$ cat config.mk
export PLATFORM = sky130hd
export DESIGN_NAME = button_debounce_encoder_flat
export DESIGN_NICKNAME = d
export VERILOG_FILES = /design/src/rtl/button_debounce_encoder_if.sv /design/src/rtl/button_debounce_encoder.sv /design/src/flat_wrapper.sv
export SDC_FILE = /design/constraint.sdc
export NUM_CORES = 1
export LEC_CHECK = 0
export CORE_MARGIN = 10
export CORE_UTILIZATION = 60
export CTS_CLUSTER_DIAMETER = 120
export DETAILED_ROUTE_END_ITERATION = 6
export PLACE_DENSITY_LB_ADDON = 0.08
export SLEW_MARGIN = 20
export SYNTH_ARGS = -nofsm -noshare
export SYNTH_HDL_FRONTEND = slang
export SYNTH_SLANG_ARGS = --single-unit
$ cat constraint.sdc
create_clock -name clk -period 3.8 [get_ports clk]
set_clock_uncertainty 0.1 [all_clocks]
set_input_delay 0.76 -clock clk [delete_from_list [all_inputs] [get_ports clk]]
set_output_delay 0.76 -clock clk [all_outputs]
set_load 0.01 [all_outputs]
$ cat src/rtl/button_debounce_encoder_if.sv
// Push-button front-end bundle: raw active-low buttons in, encoded one-hot code,
// press strobe and debounced levels out.
// Ports:
//   btn_n       - raw active-low push-buttons, bit i = button i (async to clk)
//   button_code - one-hot code of the held button, 0000 when idle or locked out
//   press_pulse - one-cycle strobe when button_code leaves 0000
//   stable_btn  - debounced active-high button levels
// master: the board/test side that drives btn_n and observes the results.
// slave : the debounce/encoder block.
interface button_debounce_encoder_if;
    logic [3:0] btn_n;
    logic [3:0] button_code;
    logic       press_pulse;
    logic [3:0] stable_btn;

    modport master (
        output btn_n,
        input  button_code,
        input  press_pulse,
        input  stable_btn
    );

    modport slave (
        input  btn_n,
        output button_code,
        output press_pulse,
        output stable_btn
    );
endinterface

$ cat src/rtl/button_debounce_encoder.sv
// Purpose: synchronise + debounce four active-low buttons and encode one held button as one-hot.
// Latency: raw edge -> stable_btn after 2+DEBOUNCE_CYCLES clk, -> button_code/press_pulse after 3+DEBOUNCE_CYCLES.
// Backpressure: none; buttons are level inputs, outputs are registered levels plus a single-cycle strobe.
// Ports:
//   clk   - system clock
//   reset - synchronous, active-high reset
//   bus   - slave side of button_debounce_encoder_if (btn_n in; button_code, press_pulse, stable_btn out)
module button_debounce_encoder #(
    parameter int DEBOUNCE_CYCLES = 500000,
    parameter int CNT_WIDTH       = 20
) (
    input  logic                          clk,
    input  logic                          reset,
    button_debounce_encoder_if.slave      bus
);

    // Counter value on which a persisting change is accepted.
    localparam logic [CNT_WIDTH-1:0] CNT_LAST = CNT_WIDTH'(DEBOUNCE_CYCLES - 1);

    typedef enum logic [1:0] {
        S_IDLE    = 2'd0,
        S_HELD    = 2'd1,
        S_LOCKOUT = 2'd2
    } state_t;

    // ------------------------------------------------------------------
    // Two-flop synchroniser. The flops hold the raw active-low level so
    // that their reset value of 1 means "released".
    // ------------------------------------------------------------------
    logic [3:0] sync1_n;
    logic [3:0] sync2_n;
    logic [3:0] sync2;

    always_ff @(posedge clk) begin
        if (reset) begin
            sync1_n <= 4'b1111;
            sync2_n <= 4'b1111;
        end else begin
            sync1_n <= bus.btn_n;
            sync2_n <= sync1_n;
        end
    end

    assign sync2 = ~sync2_n;

    // ------------------------------------------------------------------
    // Per-button debounce. The counter only runs while the synchronised
    // level disagrees with the accepted level; any agreement (a bounce
    // back) restarts it, so a change must persist DEBOUNCE_CYCLES
    // consecutive samples. Acceptance also clears the counter, which keeps
    // it strictly below DEBOUNCE_CYCLES and therefore free of wrap.
    // ------------------------------------------------------------------
    logic [CNT_WIDTH-1:0] cnt [4];
    logic [3:0]           stable;

    always_ff @(posedge clk) begin
        if (reset) begin
            stable <= 4'b0000;
            for (int i = 0; i < 4; i++) begin
                cnt[i] <= '0;
            end
        end else begin
            for (int i = 0; i < 4; i++) begin
                if (sync2[i] == stable[i]) begin
                    cnt[i] <= '0;
                end else if (cnt[i] == CNT_LAST) begin
                    stable[i] <= sync2[i];
                    cnt[i]    <= '0;
                end else begin
                    cnt[i] <= cnt[i] + CNT_WIDTH'(1);
                end
            end
        end
    end

    assign bus.stable_btn = stable;

    // ------------------------------------------------------------------
    // Encoder FSM. Outputs are registered: the next-state logic also
    // produces the next button_code/press_pulse so they change on the same
    // edge as the state.
    // ------------------------------------------------------------------
    function automatic logic [1:0] lowest_set(input logic [3:0] v);
        logic [1:0] r;
        r = 2'd0;
        if      (v[0]) r = 2'd0;
        else if (v[1]) r = 2'd1;
        else if (v[2]) r = 2'd2;
        else if (v[3]) r = 2'd3;
        return r;
    endfunction

    function automatic logic [3:0] onehot(input logic [1:0] i);
        return 4'b0001 << i;
    endfunction

    state_t     state;
    state_t     state_nxt;
    logic [1:0] idx;
    logic [1:0] idx_nxt;
    logic [3:0] code;
    logic [3:0] code_nxt;
    logic       pulse;
    logic       pulse_nxt;

    always_ff @(posedge clk) begin
        if (reset) begin
            state <= S_IDLE;
            idx   <= 2'd0;
            code  <= 4'b0000;
            pulse <= 1'b0;
        end else begin
            state <= state_nxt;
            idx   <= idx_nxt;
            code  <= code_nxt;
            pulse <= pulse_nxt;
        end
    end

    always_comb begin
        state_nxt = state;
        idx_nxt   = idx;
        code_nxt  = 4'b0000;
        pulse_nxt = 1'b0;

        case (state)
            S_IDLE: begin
                // Several buttons accepted together: lowest index wins.
                if (stable != 4'b0000) begin
                    idx_nxt   = lowest_set(stable);
                    state_nxt = S_HELD;
                    code_nxt  = onehot(idx_nxt);
                    pulse_nxt = 1'b1;
                end
            end

            S_HELD: begin
                // Other buttons pressed while holding are deliberately ignored.
                if (stable[idx]) begin
                    code_nxt = onehot(idx);
                end else if (stable == 4'b0000) begin
                    state_nxt = S_IDLE;
                end else begin
                    state_nxt = S_LOCKOUT;
                end
            end

            S_LOCKOUT: begin
                // A fresh press needs every button released first, so a
                // leftover held button can never be reported as a new press.
                if (stable == 4'b0000) begin
                    state_nxt = S_IDLE;
                end
            end

            default: begin
                state_nxt = S_IDLE;
            end
        endcase
    end

    assign bus.button_code = code;
    assign bus.press_pulse = pulse;

endmodule
$ cat src/flat_wrapper.sv
// flat-port wrapper written by rule: the top's interface ports become plain ports
module button_debounce_encoder_flat 
#(
    parameter int DEBOUNCE_CYCLES = 500000,
    parameter int CNT_WIDTH       = 20
)
  (clk, reset, bus_btn_n, bus_button_code, bus_press_pulse, bus_stable_btn);
  button_debounce_encoder_if bus_i ();
  input  logic clk;
  input  logic reset;
  input wire logic [$bits(bus_i.btn_n)-1:0] bus_btn_n;
  output wire logic [$bits(bus_i.button_code)-1:0] bus_button_code;
  output wire logic [$bits(bus_i.press_pulse)-1:0] bus_press_pulse;
  output wire logic [$bits(bus_i.stable_btn)-1:0] bus_stable_btn;
  assign bus_i.btn_n = bus_btn_n;
  assign bus_button_code = bus_i.button_code;
  assign bus_press_pulse = bus_i.press_pulse;
  assign bus_stable_btn = bus_i.stable_btn;
  button_debounce_encoder #(.DEBOUNCE_CYCLES(DEBOUNCE_CYCLES), .CNT_WIDTH(CNT_WIDTH)) u_core (.clk(clk), .reset(reset), .bus(bus_i));
endmodule
==> results.json <==
{
  "outcome": "complete, no violations",
  "coreArea_mm2": 0.008341,
  "globalplace.congestion": 0.7727,
  "path_clk_slew_ns": 0.09,
  "area_growth_pct": 12.19,
  "yosysSeqAreaShare_pct": 54.05,
  "cts.sinks": 101,
  "place_ws_ns": 0.9153,
  "yosysWarningCount": 0,
  "antenna_found_initial": 0,
  "start_kind": "register",
  "die_h_um": 113.3,
  "cts_tree": "built",
  "rows": 33,
  "synth.distinct_cells": 50,
  "routedWlPerCell_um": 13.21,
  "mostFrequentLayoutCells": "80 x edfxtp_1, 80 x conb_1, 70 x nor2_1",
  "path_max_fanout": 20,
  "worstPathArrival_ns": 2.57,
  "cp-end-kind": "register",
  "groute.usage.overall_pct": 14.45,
  "max_stage_delay_ns": 0.72,
  "critPathSlowestCell": "or4b_2",
  "ir_worst_vdd_v": 0.0002806,
  "postSynthAreaPerCell_um2": 10.70,
  "n_antenna_cell": 0,
  "path_class": "reg2reg",
  "start_util_pct": 62.62,
  "cts_resized": 0,
  "slew_violations": 0,
  "maxSlewHeadroom_pct": 54.37,
  "drtAntennaViolNets": 0,
  "grt_pass1_vias": 3570,
  "grt_setup_unrepaired": "false",
  "vias_per_cell": 5.406,
  "utilization_pct": 70.25,
  "setup_viol": 0,
  "clk_latency_ns": 0.34,
  "holdBufCountCts": 0,
  "worst_slack_ns": 1.202,
  "finalCritPeriodShare_pct": 68.36,
  "num_io_pins": 15,
  "cts_buffers": 9,
  "dieArea_mm2": 0.01284,
  "io_buffers": 14,
  "syn_inst": 488,
  "post-cts-setup-buffer-count": 0,
  "drt_pass1_iterations": 4,
  "drc": 0,
  "syn_area_mm2": 0.005223,
  "drive_gt1_share_pct": 6.747,
  "rr_endpoint": "u_core.cnt[2][13]",
  "die_w_um": 113.3,
  "drt_wl_total_um": 9021,
  "cp.required_ns": 3.77,
  "power.leakage_uw": 0.002011,
  "tightest_slew_ns": 0.6845,
  "p_per_area_mw_per_mm2": 337.2,
  "synthArstFlopShare_pct": 0,
  "cts_htree_levels": 3,
  "r2r-start": "u_core.cnt[2][11]",
  "cts_buffer_depth": 2,
  "finalSetupTns_ns": 0,
  "via_count": 3692,
  "totalPowerFinal_uw": 1976,
  "grt_pass1_wl_um": 15840,
  "ys_ff_latch": 101,
  "grt_max_degree": 22,
  "synth_enable_flop_cells": 80,
  "maxClockFrequency_ghz": 0.3850,
  "hold_class": "reg2reg",
  "synthFlopType": "edfxtp_1",
  "r2r_cells": 4,
  "min_period_ns": 2.598,
  "fin_nets": 583,
  "r2r_setup_slack_ns": 1.20,
  "crit_chain": "or4b_2 > nor3_2 > a211o_1 > nor2_1",
  "drtIter0Drc": 165,
  "worstSetupEndpoint": "u_core.cnt[2][13]",
  "cp-startpoint": "u_core.cnt[2][11]",
  "grt_remaining_overflow": 0,
  "finalHoldViolations": 0,
  "cts_root_buf": "clkbuf_8",
  "hpwl_um": 6501,
  "max_cap_violations": 0
}
-- metal layers --
| layer | share of wire (%) | GRT usage, % |
|---|---|---|
| met5 | 0 | 0 |
| met3 | 3.3 | 2.694 |
| met2 | 48 | 24.46 |
| met4 | 0.93 | 4.822 |
| met1 | 48 | 18.10 |
-- critical path: cells and delay by family, from the launching register on --
family / cells / cell delay (ns)
DFF: 1 / 0.48
AOI/OAI and AO/OA: 1 / 0.62
and+or+nand+nor: 3 / 1.11
-- flip-flops by register name, summed over array words and instances (netlist names) --
register                flops
u_core.cnt                 80
u_core.bus.stable_btn       4
u_core.state                2
u_core.idx                  2
u_core.sync2_n              4
u_core.bus.button_code      4
u_core.bus.press_pulse      1
u_core.sync1_n              4
-- Yosys cell counts, drive strengths merged, types with 2 or more instances --
| cell | instances | area share, % |
|---|---|---|
| edfxtp | 80 | 46 |
| nor2 | 70 | 5.0 |
| xnor2 | 28 | 4.7 |
| a21oi | 27 | 2.7 |
| nand3 | 26 | 2.5 |
| xor2 | 26 | 4.4 |
| nand4 | 22 | 3.3 |
| dfxtp | 21 | 8.0 |
| o21ai | 19 | 1.8 |
| inv | 17 | 1.2 |
| nand2 | 17 | 1.2 |
| or3 | 14 | 1.7 |
| or2 | 12 | 1.4 |
| clkbuf | 11 | 0.79 |
| nor4 | 11 | 1.4 |
| or4 | 11 | 1.7 |
| and3 | 10 | 1.2 |
| nor3 | 9 | 1.1 |
| buf | 8 | 1.3 |
| and4 | 7 | 1.2 |
| o31ai | 6 | 0.86 |
| a311oi | 4 | 0.67 |
| ha | 4 | 0.96 |
| or4b | 4 | 0.77 |
| nand2b | 3 | 0.36 |
| or4bb | 3 | 0.65 |
| a211o | 2 | 0.34 |
| a21o | 2 | 0.29 |
| and2 | 2 | 0.24 |
-- per-stage QoR --
stage          hold WS [ns]  cell area [um2]  cells
2_1_floorplan        0.2895             5519    567
3_3_place_gp         0.2908             5683    667
3_5_place_dp         0.2941             5683    667
4_1_cts              0.3163             5859    683
5_1_grt              0.3330             5859    683
6_report             0.3157             5859    683
-- final cells by class --
cell class | instances | area, um2
clock buffers | 11 | 151.4
clock inverters | 5 | 25.02
fillers | 663 | 2481
inverters | 17 | 63.81
multi-input cells | 430 | 2525
flip-flops and latches | 101 | 2823
well taps | 105 | 131.4
repair buffers | 14 | 140.1
-- worst min-delay path by stage --
stage,slack (ns),depth (start not counted),to,start
detailed placement,0.29,1,u_core.sync2_n[1],u_core.sync1_n[1]
finish,0.32,1,u_core.sync2_n[1],u_core.sync1_n[1]
floorplan,0.29,1,u_core.sync2_n[0],u_core.sync1_n[0]
global route,0.33,1,u_core.sync2_n[1],u_core.sync1_n[1]
CTS,0.32,1,u_core.sync2_n[1],u_core.sync1_n[1]
global placement,0.29,1,u_core.sync2_n[1],u_core.sync1_n[1]
-- report_power, final --
part	switching, uW	internal (uW)	total, uW
logic	49.7	36.1	85.8
registers	44.6	1230	1280
clock network	346	268	614
total	440	1540	1980
-- logic make-up after synthesis --
logic type	count (synthesis)	share of synthesized area, %
mux	2	0.6229
simple gates	225	24.39
flops	101	54.05
other cells	1	0.07180
xor+xnor	54	9.056
fa+ha+maj	4	0.9584
buf+inv	36	3.282
compound gates	65	7.571
No activity file was read; power rests on OpenSTA's default activity.
